<file path="src/rtl/ps2_key_rx.sv">
// PS/2 keyboard receiver: synchronizes and filters the PS/2 lines, frames 11-bit
// words and decodes scancode prefixes into a toggling key-event word.
module ps2_key_rx #(
  parameter int FILTER_LEN = 8,
  parameter int TIMEOUT    = 100000
) (
  input  logic        clk_sys,
  input  logic        reset,
  input  logic        ps2_clk,
  input  logic        ps2_data,
  output logic [10:0] ps2_key,
  output logic        err
);

  localparam int FW = $clog2(FILTER_LEN + 1);
  localparam int TW = $clog2(TIMEOUT + 1);

  typedef enum logic [1:0] {
    IDLE  = 2'd0,
    RECV  = 2'd1,
    CHECK = 2'd2
  } state_t;

  state_t          state;
  logic [1:0]      clk_sync;
  logic [1:0]      data_sync;
  logic            filt_clk;
  logic [FW-1:0]   fcnt;
  logic            fall;
  logic            fall_data;
  logic [3:0]      bit_cnt;
  logic [9:0]      sr;
  logic [TW-1:0]   tcnt;
  logic            ext;
  logic            rel;
  logic [2:0]      skip;

  logic [7:0]      rx_byte;
  logic            frame_ok;
  logic            is_noise;

  // Frame is good when the stop bit is high and data+parity has odd weight.
  assign rx_byte  = sr[7:0];
  assign frame_ok = sr[9] & (^sr[8:0]);

  always_comb begin
    is_noise = 1'b0;
    case (rx_byte)
      8'h00, 8'hAA, 8'hEE, 8'hFA, 8'hFC, 8'hFD, 8'hFE, 8'hFF: is_noise = 1'b1;
      default: is_noise = 1'b0;
    endcase
  end

  always_ff @(posedge clk_sys) begin
    if (reset) begin
      clk_sync  <= 2'b11;
      data_sync <= 2'b11;
    end else begin
      clk_sync  <= {clk_sync[0], ps2_clk};
      data_sync <= {data_sync[0], ps2_data};
    end
  end

  // The filtered clock only follows after FILTER_LEN consecutive differing samples.
  always_ff @(posedge clk_sys) begin
    if (reset) begin
      filt_clk  <= 1'b1;
      fcnt      <= '0;
      fall      <= 1'b0;
      fall_data <= 1'b1;
    end else begin
      fall      <= 1'b0;
      fall_data <= data_sync[1];
      if (clk_sync[1] == filt_clk) begin
        fcnt <= '0;
      end else if (fcnt == FW'(FILTER_LEN - 1)) begin
        filt_clk <= clk_sync[1];
        fcnt     <= '0;
        fall     <= ~clk_sync[1];
      end else begin
        fcnt <= fcnt + 1'b1;
      end
    end
  end

  always_ff @(posedge clk_sys) begin
    if (reset) begin
      state   <= IDLE;
      bit_cnt <= '0;
      sr      <= '0;
      tcnt    <= '0;
      ext     <= 1'b0;
      rel     <= 1'b0;
      skip    <= '0;
      ps2_key <= '0;
      err     <= 1'b0;
    end else begin
      err <= 1'b0;
      case (state)
        IDLE: begin
          tcnt <= '0;
          if (fall && !fall_data) begin
            state   <= RECV;
            bit_cnt <= 4'd1;
          end
        end
        RECV: begin
          if (fall) begin
            sr      <= {fall_data, sr[9:1]};
            tcnt    <= '0;
            bit_cnt <= bit_cnt + 4'd1;
            if (bit_cnt == 4'd10) state <= CHECK;
          end else if (tcnt == TW'(TIMEOUT - 1)) begin
            state   <= IDLE;
            bit_cnt <= '0;
            tcnt    <= '0;
            err     <= 1'b1;
          end else begin
            tcnt <= tcnt + 1'b1;
          end
        end
        CHECK: begin
          state   <= IDLE;
          bit_cnt <= '0;
          if (!frame_ok) begin
            err <= 1'b1;
            ext <= 1'b0;
            rel <= 1'b0;
          end else if (skip != 3'd0) begin
            // Pause/Break sequence: the last swallowed byte produces the event.
            skip <= skip - 3'd1;
            if (skip == 3'd1) ps2_key <= {~ps2_key[10], 1'b1, 1'b1, 8'h77};
          end else if (rx_byte == 8'hE1) begin
            skip <= 3'd7;
          end else if (rx_byte == 8'hE0) begin
            ext <= 1'b1;
          end else if (rx_byte == 8'hF0) begin
            rel <= 1'b1;
          end else if (ext && (rx_byte == 8'h12 || rx_byte == 8'h59)) begin
            ext <= 1'b0;
            rel <= 1'b0;
          end else if (!ext && !rel && is_noise) begin
            ext <= 1'b0;
          end else begin
            ps2_key <= {~ps2_key[10], ~rel, ext, rx_byte};
            ext     <= 1'b0;
            rel     <= 1'b0;
          end
        end
        default: state <= IDLE;
      endcase
    end
  end

endmodule

</file>
<file path="config.mk">
export PLATFORM = sky130hd
export DESIGN_NAME = ps2_key_rx
export DESIGN_NICKNAME = d
export VERILOG_FILES = /design/src/rtl/ps2_key_rx.sv
export SDC_FILE = /design/constraint.sdc
export NUM_CORES = 1
export LEC_CHECK = 0
export CORE_ASPECT_RATIO = 0.75
export CORE_MARGIN = 3
export CORE_UTILIZATION = 35
export CTS_CLUSTER_SIZE = 14
export DETAILED_ROUTE_END_ITERATION = 10
export GPL_TIMING_DRIVEN = 0
export PLACE_DENSITY = 0.54
export RECOVER_POWER = 25
export SETUP_SLACK_MARGIN = 0.4
export SYNTH_ARGS = -nofsm -noshare
export SYNTH_HDL_FRONTEND = slang
export SYNTH_SLANG_ARGS = --single-unit
</file>
<file path="constraint.sdc">
create_clock -name clk_sys -period 5.1 [get_ports clk_sys]
set_input_delay 1.02 -clock clk_sys [delete_from_list [all_inputs] [get_ports clk_sys]]
set_output_delay 1.02 -clock clk_sys [all_outputs]
set_load 0.05 [all_outputs]
</file>
==> impl_results.md, run 1 <==
- Die Wd: 117.2 um
- Internal: 0.9334 mW
- Drc violations: 0
- Site Rows: 29
- Critical Path Source Type: flop
- Vias: ~2700
- Achievable clock frequency: 0.3728 GHz
- Slowest-stage cell, CP: a211oi_4
- Post-Synthesis Cells: 371
- Slew HR: 0.4503
- First-pass GRT wire length: roughly 13 mm
- Hold WC Path Type: reg -> reg
- YS warnings: 0
- Layout cells sized above 1: 0.1000
- Antenna Nets Post-Route: 0
- # hold bufs at CTS: 0
- CP Cell Sequence: inv_1 -> ha_1 -> xnor3_1 -> xnor2_1 -> nand3_1 -> buf_2 -> a211oi_4 -> a221oi_2
- Syn_area_per_cell: 8.748 sq um
- CP max stage delay: ~0.45 ns
- First-pass iteration count of the detailed router: 4
- DP Area: 0.003541 sq mm
- Fin. Hold Viols: 0
- Min cycle time layout: 2.683 ns
- Post-route design area: slightly below 0.004 sq mm
- Avg Vias per Cell: approximately 5
- NetSw: around 0.25 mW
- Final worst-path cycle share: 0.5260
- Peak VDD IR: 0.2146 mV
- Sequential Power Share: 0.408
- Die Y: 89.40 um
- Pin count of the biggest net entering global routing: 11
- Layout Cells excl Fill: 524
- Antenna diodes: 0
- Final TNS setup: 0 ns
- # setup viols final: 0
- Cts repair resizes: 0
- Initial antenna violation count: 0
- Post-synth EDFFs: 0
- Pwr dens: 307.9 mW/mm^2
- Lkg Pwr: 1.353 nW
- Fin. max-slew vios: 0
- Final wirelength: 7.707 mm
- Unrepaired setup endpoints after global routing: false
- RePlAce Congestion: 0.8706
- Die area: about 0.010 sq mm
- Mapped Area: 0.003246 sq mm
- Clk slew on worst S/H paths: 0.05 ns
- CTS Buffer Depth: 2
- Dpl cells: 509
- Sw Ratio: 0.2123
- Seq cells post-synth: 61
- Dpl hpwl: 5.660 mm
- Final Skew: 0.003741 ns
- Syn Nets: 402
- Layout Nets: 427
- GRT Overall Usage: 0.1611
- Clock share of power: 0.549
- Crit-path max FO: 10
- Global route total overflow: 0
- Post-synthesis sequential area ratio: 0.3763
- Arrival @ worst endpoint: 2.85 ns
- Worst Tran Pin Value: 0.8245 ns
- CTS Sinks: 61
- Critical Path RT: approximately 5.3 ns
- Max-Cap Viols: 0
- Clock root buffer: clkbuf_16
- IO Count: 16
- Initial Util: 0.3712
- Post-synth ARST share: 0
- Synth cell types: 58
- Inserted Clock Buffers: 9
- Gate power share: 0.043
- # Post-CTS Setup Buffers: 0
- Port buffer count: 14
- Synth-to-Final Area Change: 18.58%
- Initial DRC count: 169
- Status: finished, final reports clean
- Clock network latency to the later pin of the worst-skew pair: 0.33 ns
- CTS tree: done
- CTS H-Tree Depth: 3
- Total chip power: 1.185 mW
- Worst setup EP type: flop
- Main synth FF type: dfxtp_1
- Number of global-route vias before repair: between 2000 and 3000
- Routed len/inst: 14.71 um
- Worst Setup Path Type: reg -> reg
- WHS: 0.4056 ns
- Placeable Area: a little under 0.009 sq mm
cell usage in the layout, fill, tap and decap left out, types with 3 or more instances in the layout:
master / count
o21ai_0: 13
and3_1: 6
nor4_1: 4
mux2i_1: 5
and2_1: 3
buf_2: 3
nand2b_1: 8
clkdlybuf4s50_1: 14
ha_1: 27
or2_2: 6
dfxtp_1: 61
nand4_1: 8
clkbuf_1: 10
nor3_1: 10
nand2_1: 46
mux2_2: 3
inv_1: 26
nand3b_1: 4
clkbuf_16: 9
a31oi_1: 7
nor2_1: 18
a21o_1: 4
xor2_1: 5
a221oi_2: 8
nand3_1: 16
a21oi_1: 31
xnor2_1: 3
critical path, delay by kind of cell (launching register included):
kind | cells | cell delay, ns
compound gates | 2 | 0.56
fa+ha+maj | 1 | 0.33
buf+inv | 2 | 0.33
xor+xnor | 2 | 0.74
simple gates | 1 | 0.14
flops | 1 | 0.42
cell families after synthesis:
| family | Yosys count | share of synthesized area |
|---|---|---|
| AO/OA/AOI/OAI | 87 | 0.1958 |
| XOR/XNOR | 9 | 0.03084 |
| adder cells (fa/ha/maj) | 27 | 0.1041 |
| buffers and inverters | 39 | 0.04857 |
| flip-flops | 61 | 0.3763 |
| multiplexers | 8 | 0.02583 |
| AND/OR/NAND/NOR | 140 | 0.2186 |
power by group through the flow:
stage | Clock, mW | Combinational (mW) | Sequential (mW)
2_1_floorplan | 0 | 0.0361 | 0.493
3_3_place_gp | 0 | 0.0507 | 0.493
3_5_place_dp | 0 | 0.0506 | 0.493
4_1_cts | 0.662 | 0.0510 | 0.483
5_1_grt | 0.686 | 0.0574 | 0.483
6_report | 0.650 | 0.0513 | 0.483
registers in the layout, summed over array words and instances (netlist names):
| register | flops |
|---|---|
| fall | 1 |
| ps2_key | 11 |
| fcnt | 4 |
| sr | 10 |
| state | 2 |
| fall_data | 1 |
| data_sync | 2 |
| skip | 3 |
| clk_sync | 2 |
| rel | 1 |
| ext | 1 |
| filt_clk | 1 |
| tcnt | 17 |
| err | 1 |
| bit_cnt | 4 |
per-stage QoR:
stage / util / setup slack (ns)
finish: 0.4401 / 2.417
global route: 0.4401 / 2.273
detailed placement: 0.4049 / 2.545
CTS: 0.4410 / 2.535
floorplan: - / 2.873
global placement: 0.4049 / 2.548
final timing paths:
kind / startpoint / end / slack, ns / cells after the start
min: data_sync[0] / data_sync[1] / 0.41 / 1
max: sr[6] / ps2_key[1] / 2.42 / 8
min reg2reg: data_sync[0] / data_sync[1] / 0.41 / 1
max reg2reg: sr[6] / ps2_key[1] / 2.42 / 8
cell usage after synthesis (all sizes together), types with 6 or more instances:
library cell	instances	share of area
nand2b	8	0.015
ha	27	0.10
and3	6	0.012
clkbuf	8	0.0093
nor2	18	0.021
o21ai	13	0.020
nand4	8	0.015
a21oi	31	0.048
a221oi	9	0.040
nor3	10	0.015
nand3	16	0.025
a31oi	7	0.013
nand2	46	0.053
or2	6	0.012
dfxtp	61	0.38
inv	26	0.030
layer usage:
layer  share of wire  GRT usage
met1            0.57     0.2452
met2            0.38     0.2177
met3           0.039    0.04060
met4           0.011    0.05313
met5               0          0
layout make-up:
class / instances / area (sq um)
well taps: 124 / 155.1
fillers: 864 / 4896
inverters: 26 / 97.59
flip-flops and latches: 61 / 1221
plain buffers: 13 / 60.06
clock buffers: 11 / 242.7
repair buffers: 14 / 140.1
multi-input cells: 271 / 1859
clock inverters: 4 / 72.57
(Power assumes the default switching activity.)
==> run 2, diff against run 1 <==
Clock period 5.1 ns to 2.7 ns, I/O delays scaled along.
==> run 2 against run 1 <==
Clock-buffer cell count unchanged. Power up 89%. Non-clock buffer count up 8. Clock skew about the same. Hold slack worse by 0.00070 ns. Via count up 2.1%. Fmax up 16%. Routed wire length up 3.4%. Combinational power up 92%. Die area unchanged. Cell count up 1.5%. Register-to-register slack worse by 2.0 ns. Highest routed layer unchanged.
==> impl_results.md, run 2 (same netlist as run 1, synthesis figures left out) <==
- Status: finished, final reports clean (unchanged)
- Pwr dens: 555.3 mW/mm^2 (was 307.9 mW/mm^2)
- GRT Overall Usage: 0.1635 (was 0.1611)
- Antenna Nets Post-Route: 0 (unchanged)
- Worst r2r dst: ps2_key[1] (unchanged)
- Max reg flops: 17 (unchanged)
- Total chip power: 2.237 mW (was 1.185 mW)
- Port buffer count: 14 (unchanged)
- Critical Path RT: 2.94 ns (was 5.27 ns)
- CTS Sinks: 61 (unchanged)
- Clk slew on worst S/H paths: 0.05 ns (about the same)
- Critical hold path startpoint: data_sync[0] (unchanged)
- Initial DRC count: 174 (was 169)
- Global route total overflow: 0 (unchanged)
- Worst setup EP type: flop (unchanged)
- Worst Setup Path Type: reg -> reg (unchanged)
- # setup viols final: 0 (unchanged)
- Register Area: 0.001236 sq mm (was 0.001221 sq mm)
- Layout cells sized above 1: 0.1716 (was 0.1000)
- CTS tree: done (unchanged)
- Number of global-route vias before repair: 2592 (was 2559)
- Final core utilization: 0.4607 (was 0.4401)
- Clock network latency to the later pin of the worst-skew pair: 0.33 ns (about the same)
- Drc violations: 0 (unchanged)
- Worst Tran Pin Value: 0.7992 ns (was 0.8245 ns)
- Fin. Hold Viols: 0 (unchanged)
- Fillers: 847 (was 864)
- Final worst slack: 0.3870 ns (was 2.417 ns)
- RePlAce Congestion: 0.8706 (unchanged)
- IO Count: 16 (unchanged)
- Clock root buffer: clkbuf_16 (unchanged)
- Antenna diodes: 0 (unchanged)
- Synth-to-Final Area Change: 24.13% (was 18.58%)
- Hold WC Path Type: reg -> reg (unchanged)
- R2R cell count: 8 (unchanged)
- CTS H-Tree Depth: 3 (unchanged)
- Final wirelength: 7.968 mm (was 7.707 mm)
- Final TNS setup: 0 ns (unchanged)
- Dpl hpwl: 5.660 mm (unchanged)
- Site Rows: 29 (unchanged)
- Hold EP: data_sync[1] (unchanged)
- Min cycle time layout: 2.313 ns (was 2.683 ns)
- Die Y: 89.40 um (unchanged)
- Biggest registers after layout: tcnt: 17 flops, ps2_key: 11 flops, sr: 10 flops (unchanged)
- Critical Path Source Type: flop (unchanged)
- Arrival @ worst endpoint: 2.55 ns (was 2.85 ns)
- Avg Vias per Cell: 5.122 (was 5.092)
- Final Skew: 0.003983 ns (was 0.003741 ns)
- # hold bufs at CTS: 0 (unchanged)
- Peak VDD IR: 0.4041 mV (was 0.2146 mV)
- Final worst-path cycle share: 0.8567 (was 0.5260)
- Inserted Clock Buffers: 9 (unchanged)
- Initial antenna violation count: 0 (unchanged)
- Max-Cap Viols: 0 (unchanged)
- First-pass iteration count of the detailed router: 5 (was 4)
- Worst R2R Setup Slack: 0.39 ns (was 2.42 ns)
- Slew HR: 0.4672 (was 0.4503)
- Crit-path max FO: 5 (was 10)
- Reg with most FFs: tcnt (unchanged)
- Hold Path Depth: 1 (unchanged)
- Die Wd: 117.2 um (unchanged)
- Achievable clock frequency: 0.4323 GHz (was 0.3728 GHz)
- Fin. max-slew vios: 0 (unchanged)
- Placeable Area: 0.008745 sq mm (unchanged)
- CTS Buffer Depth: 2 (unchanged)
- Most common cell after layout, fill and taps aside: dfxtp_1 (unchanged)
- First-pass GRT wire length: 13.17 mm (was 12.99 mm)
- Most frequent cells in the layout: dfxtp_1 (53), nand2_1 (46), a21oi_1 (31) (was dfxtp_1 (61), nand2_1 (46), a21oi_1 (31))
- Unrepaired setup endpoints after global routing: true (was false)
- Die area: 0.01048 sq mm (unchanged)
- Worst R2R Start: sr[6] (unchanged)
- Multi-input logic area: 0.001924 sq mm (was 0.001859 sq mm)
- Initial Util: 0.3712 (unchanged)
- Vias: 2725 (was 2668)
- Lkg Pwr: 1.423 nW (was 1.353 nW)
- Layout Nets: 435 (was 427)
- Setup WS pre-CTS: 0.1450 ns (was 2.545 ns)
- Routed len/inst: 14.98 um (was 14.71 um)
- Pin count of the biggest net entering global routing: 11 (unchanged)
[run 2: what timing repair did]
action / in CTS / in global routing
gates cloned: 1 / 0
setup endpoints to repair: 14 / 26
resized for setup: 12 / 18
pin swaps: 5 / 7
buffers inserted: 3 / 4
[run 2: worst max-delay path by stage]
stage / startpoint / end / depth (start not counted)
finish: sr[6] / ps2_key[1] / 8
global route: sr[6] / ps2_key[8] / 8
CTS: sr[2] / ps2_key[10] / 8
detailed placement: sr[6] / ps2_key[2] / 8
global placement: sr[6] / ps2_key[2] / 8
floorplan: sr[6] / ps2_key[0] / 8
[run 2: critical path: stages, from the launching register on]
cell,delay (ns)
dfxtp_4,0.38
inv_4,0.05
ha_4,0.26
xnor3_1,0.35
xnor2_2,0.26
nand3_2,0.12
a211o_4,0.38
buf_8,0.16
a221oi_2,0.26
[run 2: where the power goes]
part	internal (mW)	switching [mW]	total, mW
Combinational	0.0304	0.0681	0.0985
Clock	0.826	0.402	1.23
Sequential	0.906	0.00516	0.911
[run 2: routing by layer]
metal  track usage  routed length (um)  up-vias
met5             0                   0        -
met4       0.05313                 105        0
met3       0.04060                 381       12
met2        0.2238                3135       56
met1        0.2472                4346     1268
li1              -                   -     1389
[run 2: final cells by class]
type | count | area share
clock buffers | 11 | 0.06025
inverters | 26 | 0.02484
repair buffers | 22 | 0.05776
multi-input cells | 271 | 0.4776
well taps | 124 | 0.03851
clock inverters | 4 | 0.01801
plain buffers | 13 | 0.01615
flip-flops and latches | 61 | 0.3068
[run 2: stage by stage]
stage          hold WS (ns)  instances  instance area [sq um]
6_report             0.4049        532                   4029
5_1_grt              0.4171        532                   4029
4_1_cts              0.4058        528                   3948
3_5_place_dp         0.3937        509                   3541
3_3_place_gp         0.3901        509                   3541
2_1_floorplan        0.3895        371                   3246
==> run 3, diff against run 2 <==
Settings changed: CORE_ASPECT_RATIO 0.75 to unset.
==> run 3 against run 2 <==
First-iteration DRC count fell by 4.6%. Non-clock buffer count up 7. Largest power group is now sequential cells. Cell area decreased by 1.8%. Clock-buffer cell count fell by 2.
==> impl_results.md, run 3 (same netlist as run 1, synthesis figures left out) <==
- Placeable Area: 0.008848 sq mm (was 0.008745 sq mm)
- Final worst slack: 0.4646 ns (was 0.3870 ns)
- Gate power share: 0.058 (was 0.044)
- Avg Vias per Cell: 5.340 (was 5.122)
- Fin. Hold Viols: 0 (unchanged)
- Biggest registers after layout: tcnt: 17 flops, ps2_key: 11 flops, sr: 10 flops (unchanged)
- CTS tree: done (unchanged)
- Clock network latency to the later pin of the worst-skew pair: 0.35 ns (was 0.33 ns)
- CTS Buffer Depth: 2 (unchanged)
- Hold WC Path Type: reg -> reg (unchanged)
- Worst Setup Path Type: reg -> reg (unchanged)
- Met3 GRT Util: 0.03345 (was 0.04060)
- R2R cell count: 8 (unchanged)
- Synth-to-Final Area Change: 21.90% (was 24.13%)
- First-pass GRT wire length: 12.48 mm (was 13.17 mm)
- First-pass iteration count of the detailed router: 4 (was 5)
- Worst r2r dst: ps2_key[10] (was ps2_key[1])
- Max-Cap Viols: 0 (unchanged)
- Reg with most FFs: tcnt (unchanged)
- Most common cell after layout, fill and taps aside: dfxtp_1 (unchanged)
- Antenna diodes: 0 (unchanged)
- Initial Util: 0.3668 (was 0.3712)
- Layout Nets: 442 (was 435)
- Final worst-path cycle share: 0.8279 (was 0.8567)
- Min cycle time layout: 2.235 ns (was 2.313 ns)
- Clock root buffer: clkbuf_8 (was clkbuf_16)
- Final TNS setup: 0 ns (unchanged)
- Dpl hpwl: 5.291 mm (was 5.660 mm)
- Sw Ratio: 0.2794 (was 0.2124)
- Met2 usage: 0.2249 (was 0.2238)
- Routed len/inst: 14.60 um (was 14.98 um)
- Initial DRC count: 166 (was 174)
- IO Count: 16 (unchanged)
- Drc violations: 0 (unchanged)
- Die Wd: 102.3 um (was 117.2 um)
- Max reg flops: 17 (unchanged)
- Sequential Power Share: 0.510 (was 0.407)
- Critical hold path startpoint: data_sync[0] (unchanged)
- Unrepaired setup endpoints after global routing: true (unchanged)
- Global route total overflow: 0 (unchanged)
- Critical Path End: ps2_key[10] (was ps2_key[1])
- RePlAce Congestion: 0.8839 (was 0.8706)
- Antenna Nets Post-Route: 0 (unchanged)
- # setup viols final: 0 (unchanged)
- Layout cells sized above 1: 0.1923 (was 0.1716)
- Top Usage Layer GRT: met2 (was met1)
- Worst R2R Setup Slack: 0.46 ns (was 0.39 ns)
- WHS: 0.4122 ns (was 0.4049 ns)
- Final wirelength: 7.650 mm (was 7.968 mm)
- Vias: 2798 (was 2725)
- GR Util met1: 0.2145 (was 0.2472)
- Crit-path max FO: 4 (was 5)
- Fin. max-slew vios: 0 (unchanged)
- Port buffer count: 14 (unchanged)
- Internal: 1.277 mW (was 1.762 mW)
- Worst Tran Pin Value: 0.7821 ns (was 0.7992 ns)
- CTS Sinks: 61 (unchanged)
- Clock share of power: 0.432 (was 0.549)
- Achievable clock frequency: 0.4474 GHz (was 0.4323 GHz)
- Crit path launch: sr[3] (was sr[6])
- CTS H-Tree Depth: 3 (unchanged)
- Inserted Clock Buffers: 9 (unchanged)
- Peak VDD IR: 0.2122 mV (was 0.4041 mV)
- Slew HR: 0.4786 (was 0.4672)
- Initial antenna violation count: 0 (unchanged)
- NetSw: 0.4950 mW (was 0.4752 mW)
- Worst R2R Start: sr[3] (was sr[6])
- Lkg Pwr: 1.398 nW (was 1.423 nW)
- Clk slew on worst S/H paths: 0.08 ns (was 0.05 ns)
- Critical Path Source Type: flop (unchanged)
- Site Rows: 34 (was 29)
- Status: finished, final reports clean (unchanged)
- Worst setup EP type: flop (unchanged)
- Pwr dens: 447.9 mW/mm^2 (was 555.3 mW/mm^2)
- Pin count of the biggest net entering global routing: 14 (was 11)
- Die area: 0.01046 sq mm (was 0.01048 sq mm)
- Final Skew: 0.01145 ns (was 0.003983 ns)
- Critical Path RT: 2.94 ns (about the same)
- GRT Overall Usage: 0.1537 (was 0.1635)
- Most frequent cells in the layout: dfxtp_1 (53), nand2_1 (46), a21oi_1 (31) (unchanged)
- Arrival @ worst endpoint: 2.47 ns (was 2.55 ns)
- Number of global-route vias before repair: 2592 (unchanged)
- Setup WS pre-CTS: 0.1660 ns (was 0.1450 ns)
- Die Y: 102.3 um (was 89.40 um)
==> run 3: changes by cell type in the layout (fill, tap and decap cells not counted), moves of 2 or more <==
cell        previous run  this run
inv_6                  0         3
dfxtp_4                2         6
clkinvlp_4             1         3
clkbuf_16              9         1
buf_4                  6        13
bufinv_16              2         0
dfxtp_2                6         2
ha_1                  24        22
clkbuf_8               1         9
==> run 3: per-layer routing <==
layer / part of all wire / vias to the layer above
met5: 0 / -
met4: 0.017 / 0
met3: 0.032 / 11
met2: 0.44 / 49
met1: 0.51 / 1336
li1: - / 1402
==> run 3: how the worst min path moves through the flow <==
stage                               to  cells after the start
after global routing      data_sync[1]                      1
after detailed placement   clk_sync[1]                      1
after global placement       fall_data                      1
after floorplan            clk_sync[1]                      1
after CTS                 data_sync[1]                      1
final                     data_sync[1]                      1
==> run 3: cell type report <==
class	count	area, sq um
flip-flops and latches	61	1246
clock inverters	7	57.56
clock buffers	9	123.9
multi-input cells	271	1937
repair buffers	29	286.5
inverters	26	102.6
fillers	886	4892
plain buffers	13	67.56
well taps	108	135.1
==> run 3: metrics by stage <==
step | cell area [sq um] | total power, mW | std cells | utilization
after floorplan | 3246 | 0.9987 | 371 | -
after global placement | 3521 | 1.027 | 493 | 0.3979
after detailed placement | 3521 | 1.028 | 493 | 0.3979
after CTS | 3750 | 1.800 | 512 | 0.4238
after global routing | 3956 | 1.862 | 524 | 0.4471
final | 3956 | 1.772 | 524 | 0.4471
==> run 3: worst max-delay path, stage by stage (launching register included) <==
cell and delay (ns):
dfxtp_4 0.38, inv_4 0.04, ha_4 0.23, xnor3_1 0.37, xnor2_2 0.20, nand3_1 0.12, a211o_1 0.38, buf_6 0.16
mux2_2 0.25
==> run 3: repair_timing <==
item,4_1_cts,5_1_grt
setup buffers,3,11
setup endpoints to repair,16,26
pin swaps,3,18
gates resized for setup,5,33
hold buffers,0,0
cloned,0,1
==> run 3: power by group through the flow <==
stage / Clock, mW / Combinational (mW) / Sequential [mW]
final: 0.765 / 0.102 / 0.905
after floorplan: 0 / 0.0681 / 0.931
after detailed placement: 0 / 0.0963 / 0.932
after global placement: 0 / 0.0952 / 0.931
after CTS: 0.792 / 0.0969 / 0.910
after global routing: 0.841 / 0.116 / 0.905
